<file path="config.mk">
export PLATFORM = sky130hd
export DESIGN_NAME = spi_dc_rx_fifo
export DESIGN_NICKNAME = d
export VERILOG_FILES = /design/src/rtl/spi_dc_rx_fifo.sv
export SDC_FILE = /design/constraint.sdc
export NUM_CORES = 1
export LEC_CHECK = 0
export CORE_MARGIN = 5
export CORE_UTILIZATION = 45
export DETAILED_ROUTE_END_ITERATION = 16
export GPL_TIMING_DRIVEN = 0
export MAX_ROUTING_LAYER = met4
export PLACE_DENSITY = 0.61
export SKIP_LAST_GASP = 1
export SLEW_MARGIN = 20
export SYNTH_ARGS = -nofsm -noshare
export SYNTH_HDL_FRONTEND = slang
export SYNTH_SLANG_ARGS = --single-unit
</file>
<file path="constraint.sdc">
create_clock -name clk -period 3.37 [get_ports clk]
set_input_delay 0.337 -clock clk [delete_from_list [all_inputs] [get_ports clk]]
set_output_delay 0.337 -clock clk [all_outputs]
set_load 0.01 [all_outputs]
</file>
<file path="src/rtl/spi_dc_rx_fifo.sv">
`default_nettype none
// ============================================================================
// Module   : spi_dc_rx_fifo
// Brief    : Edge-captured SPI word FIFO with D/C tag, registered output stage,
//            overflow flag and saturating drop counter.
// Revision : 1.0
// ============================================================================
module spi_dc_rx_fifo #(
    parameter int data_len = 8,
    parameter int depth    = 16
) (
    input  logic                     clk,
    input  logic                     rst,
    input  logic                     en,
    input  logic                     qvld,
    input  logic [data_len-1:0]      din,
    input  logic                     dc,
    input  logic                     clr,
    output logic                     m_valid,
    input  logic                     m_ready,
    output logic [data_len-1:0]      m_data,
    output logic                     m_dc,
    output logic [$clog2(depth):0]   count,
    output logic                     full,
    output logic                     empty,
    output logic                     overflow,
    output logic [7:0]               drop_cnt
);

    localparam int                c_AW        = $clog2(depth);
    localparam int                c_EW        = data_len + 1;
    localparam logic [c_AW:0]     c_DEPTH     = (c_AW + 1)'(depth);
    localparam logic [0:0]        c_OUT_EMPTY = 1'b0;
    localparam logic [0:0]        c_OUT_FULL  = 1'b1;

    generate
        if (depth < 2 || (depth & (depth - 1)) != 0) begin : g_bad_depth
            $error("spi_dc_rx_fifo: depth must be a power of two, at least 2");
        end
    endgenerate

    logic                  r_qvld_d;
    logic [c_EW-1:0]       r_mem [depth];
    logic [c_AW-1:0]       r_wr_ptr;
    logic [c_AW-1:0]       r_rd_ptr;
    logic [c_AW:0]         r_count;
    logic [0:0]            r_state;
    logic [0:0]            w_state_nxt;
    logic [data_len-1:0]   r_m_data;
    logic                  r_m_dc;
    logic                  r_overflow;
    logic [7:0]            r_drop_cnt;

    logic                  w_capture;
    logic                  w_full;
    logic                  w_empty;
    logic                  w_write;
    logic                  w_drop;
    logic                  w_pop;

    assign w_full    = (r_count == c_DEPTH);
    assign w_empty   = (r_count == '0);
    assign w_capture = qvld & ~r_qvld_d & en;
    // Fullness is judged on the pre-edge count, so a same-cycle pop never rescues a word.
    assign w_write   = w_capture & ~w_full & ~clr;
    assign w_drop    = w_capture &  w_full & ~clr;

    // Edge detector keeps tracking through clr and en=0; reset parks it high.
    always_ff @(posedge clk) begin
        if (rst) begin
            r_qvld_d <= 1'b1;
        end else begin
            r_qvld_d <= qvld;
        end
    end

    always_ff @(posedge clk) begin
        if (w_write) begin
            r_mem[r_wr_ptr] <= {dc, din};
        end
    end

    always_ff @(posedge clk) begin
        if (rst || clr) begin
            r_wr_ptr <= '0;
            r_rd_ptr <= '0;
            r_count  <= '0;
        end else begin
            if (w_write) begin
                r_wr_ptr <= r_wr_ptr + 1'b1;
            end
            if (w_pop) begin
                r_rd_ptr <= r_rd_ptr + 1'b1;
            end
            case ({w_write, w_pop})
                2'b10:   r_count <= r_count + 1'b1;
                2'b01:   r_count <= r_count - 1'b1;
                default: r_count <= r_count;
            endcase
        end
    end

    always_ff @(posedge clk) begin
        if (rst || clr) begin
            r_state <= c_OUT_EMPTY;
        end else begin
            r_state <= w_state_nxt;
        end
    end

    always_comb begin
        w_state_nxt = r_state;
        case (r_state)
            c_OUT_EMPTY: if (!w_empty)            w_state_nxt = c_OUT_FULL;
            c_OUT_FULL:  if (m_ready && w_empty)  w_state_nxt = c_OUT_EMPTY;
            default:                              w_state_nxt = c_OUT_EMPTY;
        endcase
    end

    // A pop refills the output register; in OUT_FULL this happens on the accept edge.
    always_comb begin
        w_pop = 1'b0;
        case (r_state)
            c_OUT_EMPTY: w_pop = ~w_empty;
            c_OUT_FULL:  w_pop = ~w_empty & m_ready;
            default:     w_pop = 1'b0;
        endcase
    end

    always_ff @(posedge clk) begin
        if (rst || clr) begin
            r_m_data <= '0;
            r_m_dc   <= 1'b0;
        end else if (w_pop) begin
            {r_m_dc, r_m_data} <= r_mem[r_rd_ptr];
        end
    end

    always_ff @(posedge clk) begin
        if (rst || clr) begin
            r_overflow <= 1'b0;
            r_drop_cnt <= 8'd0;
        end else if (w_drop) begin
            r_overflow <= 1'b1;
            if (r_drop_cnt != 8'hFF) begin
                r_drop_cnt <= r_drop_cnt + 8'd1;
            end
        end
    end

    assign m_valid  = (r_state == c_OUT_FULL);
    assign m_data   = r_m_data;
    assign m_dc     = r_m_dc;
    assign count    = r_count;
    assign full     = w_full;
    assign empty    = w_empty;
    assign overflow = r_overflow;
    assign drop_cnt = r_drop_cnt;

endmodule
`default_nettype wire

</file>
Word-level counts from Yosys, hierarchy flattened
Memory sizes are Yosys's and may differ from the RTL's. A register that Yosys moved wholly into a read port is not among the register bits.
Index checks and enable logic that the tools add are counted.
{"block": "totals", "reg_bits": 24, "mem_bits_rw": 144, "in_bits": 15, "elab_cells": 41, "mem_count": 1}
{"block": "op_classes", "addsub": 5, "eq_ne": 4, "n_mux": 7, "bitwise_logic": 12, "n_reduce_logical": 5}
{"memory": "r_mem", "depth": 16, "width": 9, "read_ports": 1, "rd_clocked_by_memory_dff": 1, "write_ports": 1, "line_no": "43", "source": "logic [c_EW-1:0] r_mem [depth];"}
{"operator": "$pmux W5 S2", "n": 1}
{"operator": "$add A4 B1 Y4 const B", "n": 2}
{"operator": "$add A8 B1 Y8 const B", "n": 1}
{"operator": "$ne A8 B8 Y1 const B", "n": 1}
{"operator": "$and A1 B1 Y1", "n": 7}
{"operator": "$add A5 B1 Y5 const B", "n": 1}
{"operator": "$eq A5 B5 Y1 const B", "n": 1}
{"operator": "$logic_not A5 Y1", "n": 1}
{"operator": "$not A1 Y1", "n": 5}
{"operator": "$sub A5 B1 Y5 const B", "n": 1}
{"operator": "$mux W1", "n": 4}
{"operator": "$pmux W1 S2", "n": 2}
{"operator": "$eq A2 B1 Y1 const B", "n": 1}
{"operator": "$eq A2 B2 Y1 const B", "n": 1}
{"operator": "$reduce_and A2 Y1", "n": 1}
{"operator": "$reduce_bool A2 Y1", "n": 1}
{"operator": "$logic_and A1 B1 Y1", "n": 1}
{"operator": "$logic_or A1 B1 Y1", "n": 1}

Depth between registers and ports, before layout
Gate-level depths: netlist (run 1).
{"block": "depth", "ltp_word": 7, "mapped_depth": 13, "depth_no_buf": 11}

Worst setup path after synthesis (run 1)
No wires, ideal clock.
{"block": "synth_timing", "path_type": "register to register", "from": "register r_count[1], in the netlist count[1]", "to": "register r_count[4], in the netlist count[4]", "arrival_time_ps": 2965, "required_time_ps": 3299, "path_slack_ps": 335, "stages_incl_launch_ff": 14, "path_buffers": 3, "period_less_slack_ps": 3035, "path_cell_list": "dfxtp_1 > buf_6 > nor4_4 > a21boi_1 > clkbuf_1 > ha_1 > clkbuf_1 > xor2_1 > ha_1 > a211o_2 > a21oi_1 > a211oi_1 > or3_1 > a21oi_1"}
{"block": "synth_between", "elab_chain_cells": 6, "word_cells_on_any_way": 14}
{"item": "start: declaration", "line_no": "46", "source": "logic [c_AW:0] r_count;"}
{"item": "start signal: assignment", "line_no": "96", "source": "2'b10: r_count <= r_count + 1'b1;"}
{"item": "start signal: assignment", "line_no": "97", "source": "2'b01: r_count <= r_count - 1'b1;"}
{"item": "start signal: assignment", "line_no": "98", "source": "default: r_count <= r_count;"}
{"item": "$logic_not A5 Y1 (*)", "line_no": "62", "source": "assign w_empty = (r_count == '0);"}
{"item": "$not A1 Y1 (*)", "line_no": "124, 125"}
{"item": "$and A1 B1 Y1", "line_no": "125", "source": "c_OUT_FULL: w_pop = ~w_empty & m_ready;"}
{"item": "$pmux W1 S2 (*)", "line_no": "123", "source": "case (r_state)"}
{"item": "named net w_pop", "line_no": "59", "source": "logic w_pop;"}
{"item": "$eq A2 B1 Y1 / $eq A2 B2 Y1 (equally long branches)", "line_no": "95", "source": "case ({w_write, w_pop})"}
{"item": "$pmux W5 S2 / $reduce_bool A2 Y1 (equally long branches)"}
Mark *: on every way through the listed nets, which the timed path passes. The rest lies on a longest branch.
A chain may end at the register's enable or synchronous reset.

Worst setup path in the final report (run 1)
{"block": "layout_timing", "from": "register r_count[0], in the netlist count[0]", "to": "register r_count[4], in the netlist count[4]"}
The elaborated chain is that of the path after synthesis.

==> metrics.txt, run 1 <==
status complete, no violations; Syn Inst Count 448; starting density of the core 46.1%; Die Ht 135 µm; Mapped Area 7060 µm²; endpoints failing setup 0; GRT Resource Usage Total about 18%; Hold Slack around 0.45 ns; dpl cells around 700; share of the yosys chip area belonging to registers 70.6%; Post-Syn Area per Cell 15.8 µm²; total leakage power 2.58 nW; clk slew on worst S/H paths ~0.06 ns; setup_tns 0 ns; cell taking the most area after synthesis edfxtp_1; vias in the first global route slightly below 4k; first-pass GRT wire length around 23000 µm; Post-layout nets 536; ANT cells 0; clk buf depth 2; number of fill cells in the layout 1257; Post-synth EDFFs 144; core box area approximately 15000 µm²; chip width 135 µm; PwrDens 519 nW/µm²; total power draw 4.34 mW; top-count cell post-synth edfxtp_1; Netlist cell types just over 40; remaining antenna violation count 0; f_max 323 MHz; Placer Congestion 0.797; Layout area overhead 18.4%; layout cells sized above 1 14.7%; YS warnings 0; VDD IR-drop max 0.375 mV; top cell type's share of synthesized area between 60% and 70%; TritonCTS clock tree done; clock latency on the worst-skew pair 0.43 ns; Detailed Place HPWL 9660 µm; Slew headroom slightly below 40%; asr flop ratio synth 0%; Post-synth top cells edfxtp_1, nor2_1, mux2i_1; I/O pins 41; Post-Layout Cell Count 735; min Tclk post-route 3.09 ns; Routed WL per cell ~20 µm; cts hold-fix bufs 0; area of the multi-input gates 1980 µm²; detailed-route via count 3965; largest net degree at the start of global routing 17; final wirelength 14900 µm; Main synth FF type edfxtp_1; CP Class flop to flop; FF+latch area 4980 µm²; total placed instance area 7760 µm²; DRC 0; CP Data Required Time 3.72 ns; Fin. Hold Viols 0; Avg Vias per Cell 5.39; DR iter-0 viols 295; clk_skew 0.0130 ns; Port Buf Inserts 40; syn nets 473; FF+latch count, synth roughly 180; CTS root buf clkbuf_16; drt pass-1 iters 5; Overflow after GRT 0; Worst setup EP type flop; initial antenna violation count 0; final instance area between 8000 and 9000 µm²; Sink Count 177; # rows 45; worst-margin pin slew 0.919 ns; worst hold-check path type flop to flop; CP Data Arrival Time 3.45 ns; top cells by area, synth edfxtp_1, dfxtp_1, mux4_2; critical path startpoint category flop; Max Transition Viols Final 0; RSZ-0062 raised after global routing false; MaxCap Viol Count 0; CP Max Fanout 11; die footprint 18300 µm²; total CTS buffers 17; Tcrit/Tclk final 91.8%; H-Tree Depth 4
## area by class of cell
type | instances | area share (%)
flip-flops and latches | 177 | 59.6
multi-input cells | 241 | 23.7
repair buffers | 44 | 5.15
clock buffers | 18 | 5.13
well taps | 211 | 3.16
clock inverters | 14 | 1.69
plain buffers | 25 | 1.36
inverters | 5 | 0.224
## report_power, final
| group | switching [mW] | total, mW | internal, mW |
|---|---|---|---|
| logic | 0.0531 | 0.0809 | 0.0279 |
| registers | 0.00176 | 2.37 | 2.36 |
| clock network | 0.805 | 1.89 | 1.09 |
| total | 0.860 | 4.34 | 3.48 |
## registers in the layout, indices dropped and copies added (netlist names)
name and count:
count 5, drop_cnt 8, m_data 8, m_dc 1
m_valid 1, overflow 1, r_mem 144, r_qvld_d 1
r_rd_ptr 4, r_wr_ptr 4
## worst paths after layout
check	startpoint	endpoint	slack, ns	depth (start not counted)
worst max-delay path	count[0]	count[4]	0.28	12
worst min-delay path	overflow	overflow	0.45	2
worst max register to register	count[0]	count[4]	0.28	12
worst min register to register	overflow	overflow	0.45	2
## placed cells by master, fill, tap and decap left out, types with 5 or more instances in the layout
cell type / count
a21oi_1: 8
a22oi_1: 10
a31oi_1: 9
buf_2: 8
clkbuf_1: 12
clkbuf_16: 17
clkdlybuf4s50_1: 40
dfxtp_1: 33
edfxtp_1: 144
ha_1: 10
inv_1: 5
mux2i_1: 38
mux4_2: 18
nand2_1: 11
nand2b_1: 5
nand3_1: 6
nor2_1: 43
o21ai_0: 13
o22ai_1: 20
xnor2_1: 9
xor2_1: 7
## critical path, cell delays in order (launching register included)
cell and delay [ns]:
dfxtp_1 0.38, nor4_4 0.42, a21boi_2 0.16, clkbuf_2 0.25, ha_1 0.25, clkbuf_2 0.17, xor2_1 0.16, ha_1 0.21
a211o_2 0.31, a21oi_1 0.17, a211oi_1 0.07, or3_1 0.31, a21oi_1 0.13
## logic make-up (layout without fill, tap and decap cells)
kind of cell / count (synthesis) / after routing / synth area share (%)
xor gates and xnor gates: 16 / 16 / 1.98
buffers and inverters: 30 / 106 / 1.84
muxes: 56 / 56 / 11.1
and+or+nand+nor: 94 / 94 / 6.93
adders and majority gates: 10 / 10 / 1.77
DFF: 177 / 177 / 70.6
AOI/OAI and AO/OA: 65 / 65 / 5.76
## routing by layer
layer  track usage (%)  vias up  wire length, µm
met3              4.42        8              871
met5                 -        -                0
met1              23.4     1994             6640
met4              5.66        0              146
met2              27.0      103             7250
li1                  -     1860                -
## timing repair
action,4_1_cts,5_1_grt
setup endpoints to repair,1,1
buffers inserted,0,2
gates resized for setup,1,4
pin swaps,0,1
## per-stage QoR
stage                     worst slack, ns  utilization [%]
final                               0.276             54.6
after global routing                0.101             54.6
after CTS                          0.0351             54.4
after detailed placement           -0.343             50.7
after global placement             -0.290             50.4
after floorplan                     0.335                -
(Power assumes the default switching activity.)
==> run 2, diff against run 1 <==
--- a/config.mk
+++ b/config.mk
@@ -10,7 +10,6 @@
 export DETAILED_ROUTE_END_ITERATION = 16
 export GPL_TIMING_DRIVEN = 0
 export MAX_ROUTING_LAYER = met4
-export PLACE_DENSITY = 0.61
 export SKIP_LAST_GASP = 1
 export SLEW_MARGIN = 20
 export SYNTH_ARGS = -nofsm -noshare
==> run 2 against run 1 <==
Sequential cell count unchanged. Non-clock buffer count unchanged. Clock power up 2%. Design area is essentially flat. Largest cell class unchanged.
==> metrics.txt, run 2 (same netlist as run 1, synthesis figures left out) <==
status complete, no violations; commonest non-fill, non-tap cell in the layout edfxtp_1; total CTS buffers 17; PwrDens 524 nW/µm²; first-pass GRT wire length 23000 µm; crit-path cells clkdlybuf4s50_1, and4bb_2, a21boi_2, inv_1, ha_1, clkbuf_2, xor2_1, ha_1, a211o_2, a21oi_1, a211oi_1, or3_1, a21oi_1; worst-margin pin slew 0.940 ns; FF+latch area about 5000 µm²; pre-CTS setup slack -0.313 ns; Slew headroom around 37%; core box area 15300 µm²; starting density of the core between 40% and 50%; Final Util approximately 55%; DR iter-0 viols ~380; I/O pins 41; TritonCTS clock tree done; max FFs per register 144; die footprint 18300 µm²; VDD IR-drop max roughly 0.36 mV; vias in the first global route roughly 4.0k; chip width 135 µm; CP top delay family compound AO/OA/AOI/OAI gates; cts hold-fix bufs 0; Max Transition Viols Final 0; number of fill cells in the layout 1257; remaining antenna violation count 0; initial antenna violation count 0; Post-layout nets 536; Fin. Hold Viols 0; detailed-route via count ~4.0k; Biggest register r_mem; layout cells sized above 1 13.7%; final worst-path setup slack 0.194 ns; final wirelength 14900 µm; largest net degree at the start of global routing 17; f_max 315 MHz; clk_skew 0.00880 ns; Layout area overhead 18.3%; Die Ht 135 µm; slowest CP cell a21boi_2; CP Data Arrival Time 3.52 ns; GRT Resource Usage Total between 15 and 20%; Hold Slack 0.450 ns; min Tclk post-route approximately 3.2 ns; Worst setup EP type flop; clk slew on worst S/H paths ~0.060 ns; CTS root buf clkbuf_16; # rows 45; r2r setup slk 0.21 ns; CP peak stage delay 0.46 ns; RSZ-0062 raised after global routing false; Avg Vias per Cell about 5.5; Placer Congestion approximately 0.84; area of the multi-input gates 1970 µm²; CP Class input pin to flop; WP buf/inv 3; Port Buf Inserts 40; Overflow after GRT 0; clock latency on the worst-skew pair 0.42 ns; commonest non-fill, non-tap cells in the layout edfxtp_1, nor2_1, clkdlybuf4s50_1; Tcrit/Tclk final approximately 94%; worst hold-check path type flop to flop; drt pass-1 iters 5; Detailed Place HPWL 9790 µm; CP Max Fanout 9; ANT cells 0; critical path startpoint category input pin; DRC 0; Routed WL per cell 20.3 µm; total leakage power 2.59 nW; clk buf depth 2; MaxCap Viol Count 0; Sink Count approximately 180; H-Tree Depth 4; CP Data Required Time 3.71 ns; endpoints failing setup 0
run 2: changes by cell type in the layout (fill, tap and decap cells not counted), sizes merged:
cell and change:
bufinv +1, clkbuf +6, clkinv -2, clkinvlp -4, inv -1
run 2: layout make-up:
class | instances | share of cell area, %
plain buffers | 25 | 1.36
repair buffers | 44 | 5.15
flip-flops and latches | 177 | 59.7
well taps | 211 | 3.16
clock inverters | 8 | 1.33
inverters | 5 | 0.225
clock buffers | 24 | 5.53
multi-input cells | 241 | 23.6
run 2: what timing repair did:
action / in CTS / in global routing
pin swaps: 0 / 1
setup buffers: 0 / 2
setup endpoints to repair: 1 / 1
resized for setup: 1 / 3
endpoints found under the hold margin: 0 / 0
run 2: report_power, final:
part | internal (mW) | total [mW] | switching (mW)
Clock | 1.18 | 1.93 | 0.753
Combinational | 0.0277 | 0.0814 | 0.0537
Sequential | 2.36 | 2.37 | 0.00176
run 2: metal layers:
layer,up-vias,share of wire [%],GRT usage [%]
met3,21,5.5,4.31
met1,2013,44,22.1
met5,-,0,-
li1,1855,-,-
met2,119,49,28.2
met4,0,1.9,5.71
run 2: worst paths after layout:
path	startpoint	end	cells after the start
max	clr	count[4]	13
min	overflow	overflow	2
max reg2reg	count[2]	count[4]	13
min reg2reg	overflow	overflow	2
run 2: per-stage QoR:
stage | setup TNS [ns] | instance area (µm²) | total power, mW | instances
CTS | 0 | 8340 | 4.40 | 733
finish | 0 | 8360 | 4.38 | 735
global route | 0 | 8360 | 4.51 | 735
detailed placement | -0.388 | 7760 | 2.49 | 701
floorplan | 0 | 7060 | 2.44 | 448
global placement | -0.806 | 7730 | 2.49 | 699
run 2: tightest hold or removal path, stage by stage (launching register included):
cell	delay, ns
dfxtp_1	0.31
inv_1	0.05
a21oi_1	0.05
==> run 3, diff against run 2 <==
--- a/config.mk
+++ b/config.mk
@@ -5,6 +5,7 @@
 export SDC_FILE = /design/constraint.sdc
 export NUM_CORES = 1
 export LEC_CHECK = 0
+export CORE_ASPECT_RATIO = 1.1
 export CORE_MARGIN = 5
 export CORE_UTILIZATION = 45
 export DETAILED_ROUTE_END_ITERATION = 16
==> run 3 against run 2 <==
Utilization is 0.72 points lower. Total power up 1.8%. Sequential share of layout area is 0.13 points lower. Critical path depth is the same. Largest power group unchanged. Highest routed layer unchanged.
==> metrics.txt, run 3 (same netlist as run 1, synthesis figures left out) <==
worst-margin pin slew 0.925 ns; starting density of the core between 40% and 50%; commonest non-fill, non-tap cell in the layout edfxtp_1; status complete, no violations; Post-layout nets 536; remaining antenna violation count 0; Avg Vias per Cell 5.38; RSZ-0062 raised after global routing false; GRT Resource Usage Total between 10% and 20%; final instance area 8370 µm²; H-Tree Depth 4; worst hold-check path type flop to flop; drt pass-1 iters 5; DRC 0; PwrDens 532 nW/µm²; critical path startpoint category flop; detailed-route via count 3892; Placer Congestion 0.793; total CTS buffers 17; first-pass GRT wire length around 23000 µm; cts hold-fix bufs 0; Worst setup EP type flop; largest net degree at the start of global routing 17; total leakage power 2.60 nW; die footprint 18300 µm²; pre-CTS setup slack -0.368 ns; initial antenna violation count 0; Detailed Place HPWL just under 10000 µm; CP Data Arrival Time 3.49 ns; max FFs per register 144; CTS root buf clkbuf_16; min Tclk post-route 3.14 ns; TritonCTS clock tree done; commonest non-fill, non-tap cells in the layout edfxtp_1, nor2_1, clkdlybuf4s50_1; Biggest register r_mem; DR iter-0 viols 273; r2r setup slk 0.23 ns; vias in the first global route ~4.0k; clock latency on the worst-skew pair approximately 0.42 ns; Sink Count 177; MaxCap Viol Count 0; VDD IR-drop max between 0.3 and 0.4 mV; Layout area overhead 18.6%; endpoints failing setup 0; CP Class flop to flop; clk slew on worst S/H paths ~0.060 ns; ANT cells 0; Port Buf Inserts 40; final worst-path setup slack 0.235 ns; I/O pins 41; clk_skew 0.00712 ns; Routed WL per cell roughly 20 µm; core box area 15600 µm²; Slew headroom 38.1%; Overflow after GRT 0; CP Data Required Time 3.72 ns; clk buf depth 2; setup_tns 0 ns; Tcrit/Tclk final slightly above 90%; layout cells sized above 1 between 10 and 15%; Max Transition Viols Final 0; chip width between 100 and 150 µm; CP Max Fanout 11; final wirelength 14800 µm; Hold Slack about 0.45 ns; # rows 48; number of fill cells in the layout ~1.3k; Die Ht 141 µm; total placed instance area between 7000 and 8000 µm²; Fin. Hold Viols 0; f_max 319 MHz
-- run 3: cell types whose count changed in the layout (fill, tap and decap cells not counted), sizes merged --
cell | before | now
inv | 5 | 6
bufinv | 3 | 4
clkinv | 5 | 7
clkbuf | 37 | 32
-- run 3: layer usage --
metal	up-vias	share of wire, %	wire length, µm	track usage, %
li1	1856	-	-	-
met1	1948	45	6590	22.2
met2	72	50	7310	27.8
met3	16	4.0	583	4.25
met4	0	1.8	269	6.40
met5	-	0	0	-
-- run 3: through the flow --
step	total power, mW	std cells	util, %
2_1_floorplan	2.44	448	-
3_3_place_gp	2.49	688	49.6
3_5_place_dp	2.49	690	49.8
4_1_cts	4.49	721	53.7
5_1_grt	4.59	723	53.8
6_report	4.46	723	53.8
-- run 3: report_power, final --
part           internal (mW)  switching, mW  leakage (nW)
registers               2.36        0.00176          1.56
logic                 0.0279         0.0527         0.752
clock network           1.23          0.784         0.289
-- run 3: final timing paths --
path | startpoint | end | cells past startpoint
worst max-delay path | count[2] | count[4] | 13
worst min register to register | overflow | overflow | 2
worst min-delay path | overflow | overflow | 2
worst max register to register | count[2] | count[4] | 13
-- run 3: what timing repair did --
item / in CTS / in global routing
setup endpoints to repair: 1 / 1
pin swaps: 0 / 1
setup buffers: 0 / 2
resized for setup: 1 / 4
-- run 3: worst max-delay path, stage by stage (launching register included) --
cell and delay (ns):
dfxtp_1 0.52, nor4_4 0.07, buf_4 0.17, a21boi_2 0.27, clkbuf_2 0.32, ha_1 0.22, clkbuf_2 0.21, xor2_1 0.09
ha_1 0.21, a211o_2 0.31, a21oi_1 0.15, a211oi_1 0.08, or3_1 0.32, a21oi_1 0.14
-- run 3: cell type report --
type,instances,area (µm²),share of cell area [%]
Buffer,25,114,1.36
Clock buffer,19,433,5.17
Inverter,5,18.8,0.224
Timing Repair Buffer,44,430,5.14
Clock inverter,12,165,1.97
Sequential cell,177,4980,59.5
Tap cell,200,250,2.99
Multi-Input combinational cell,241,1980,23.6
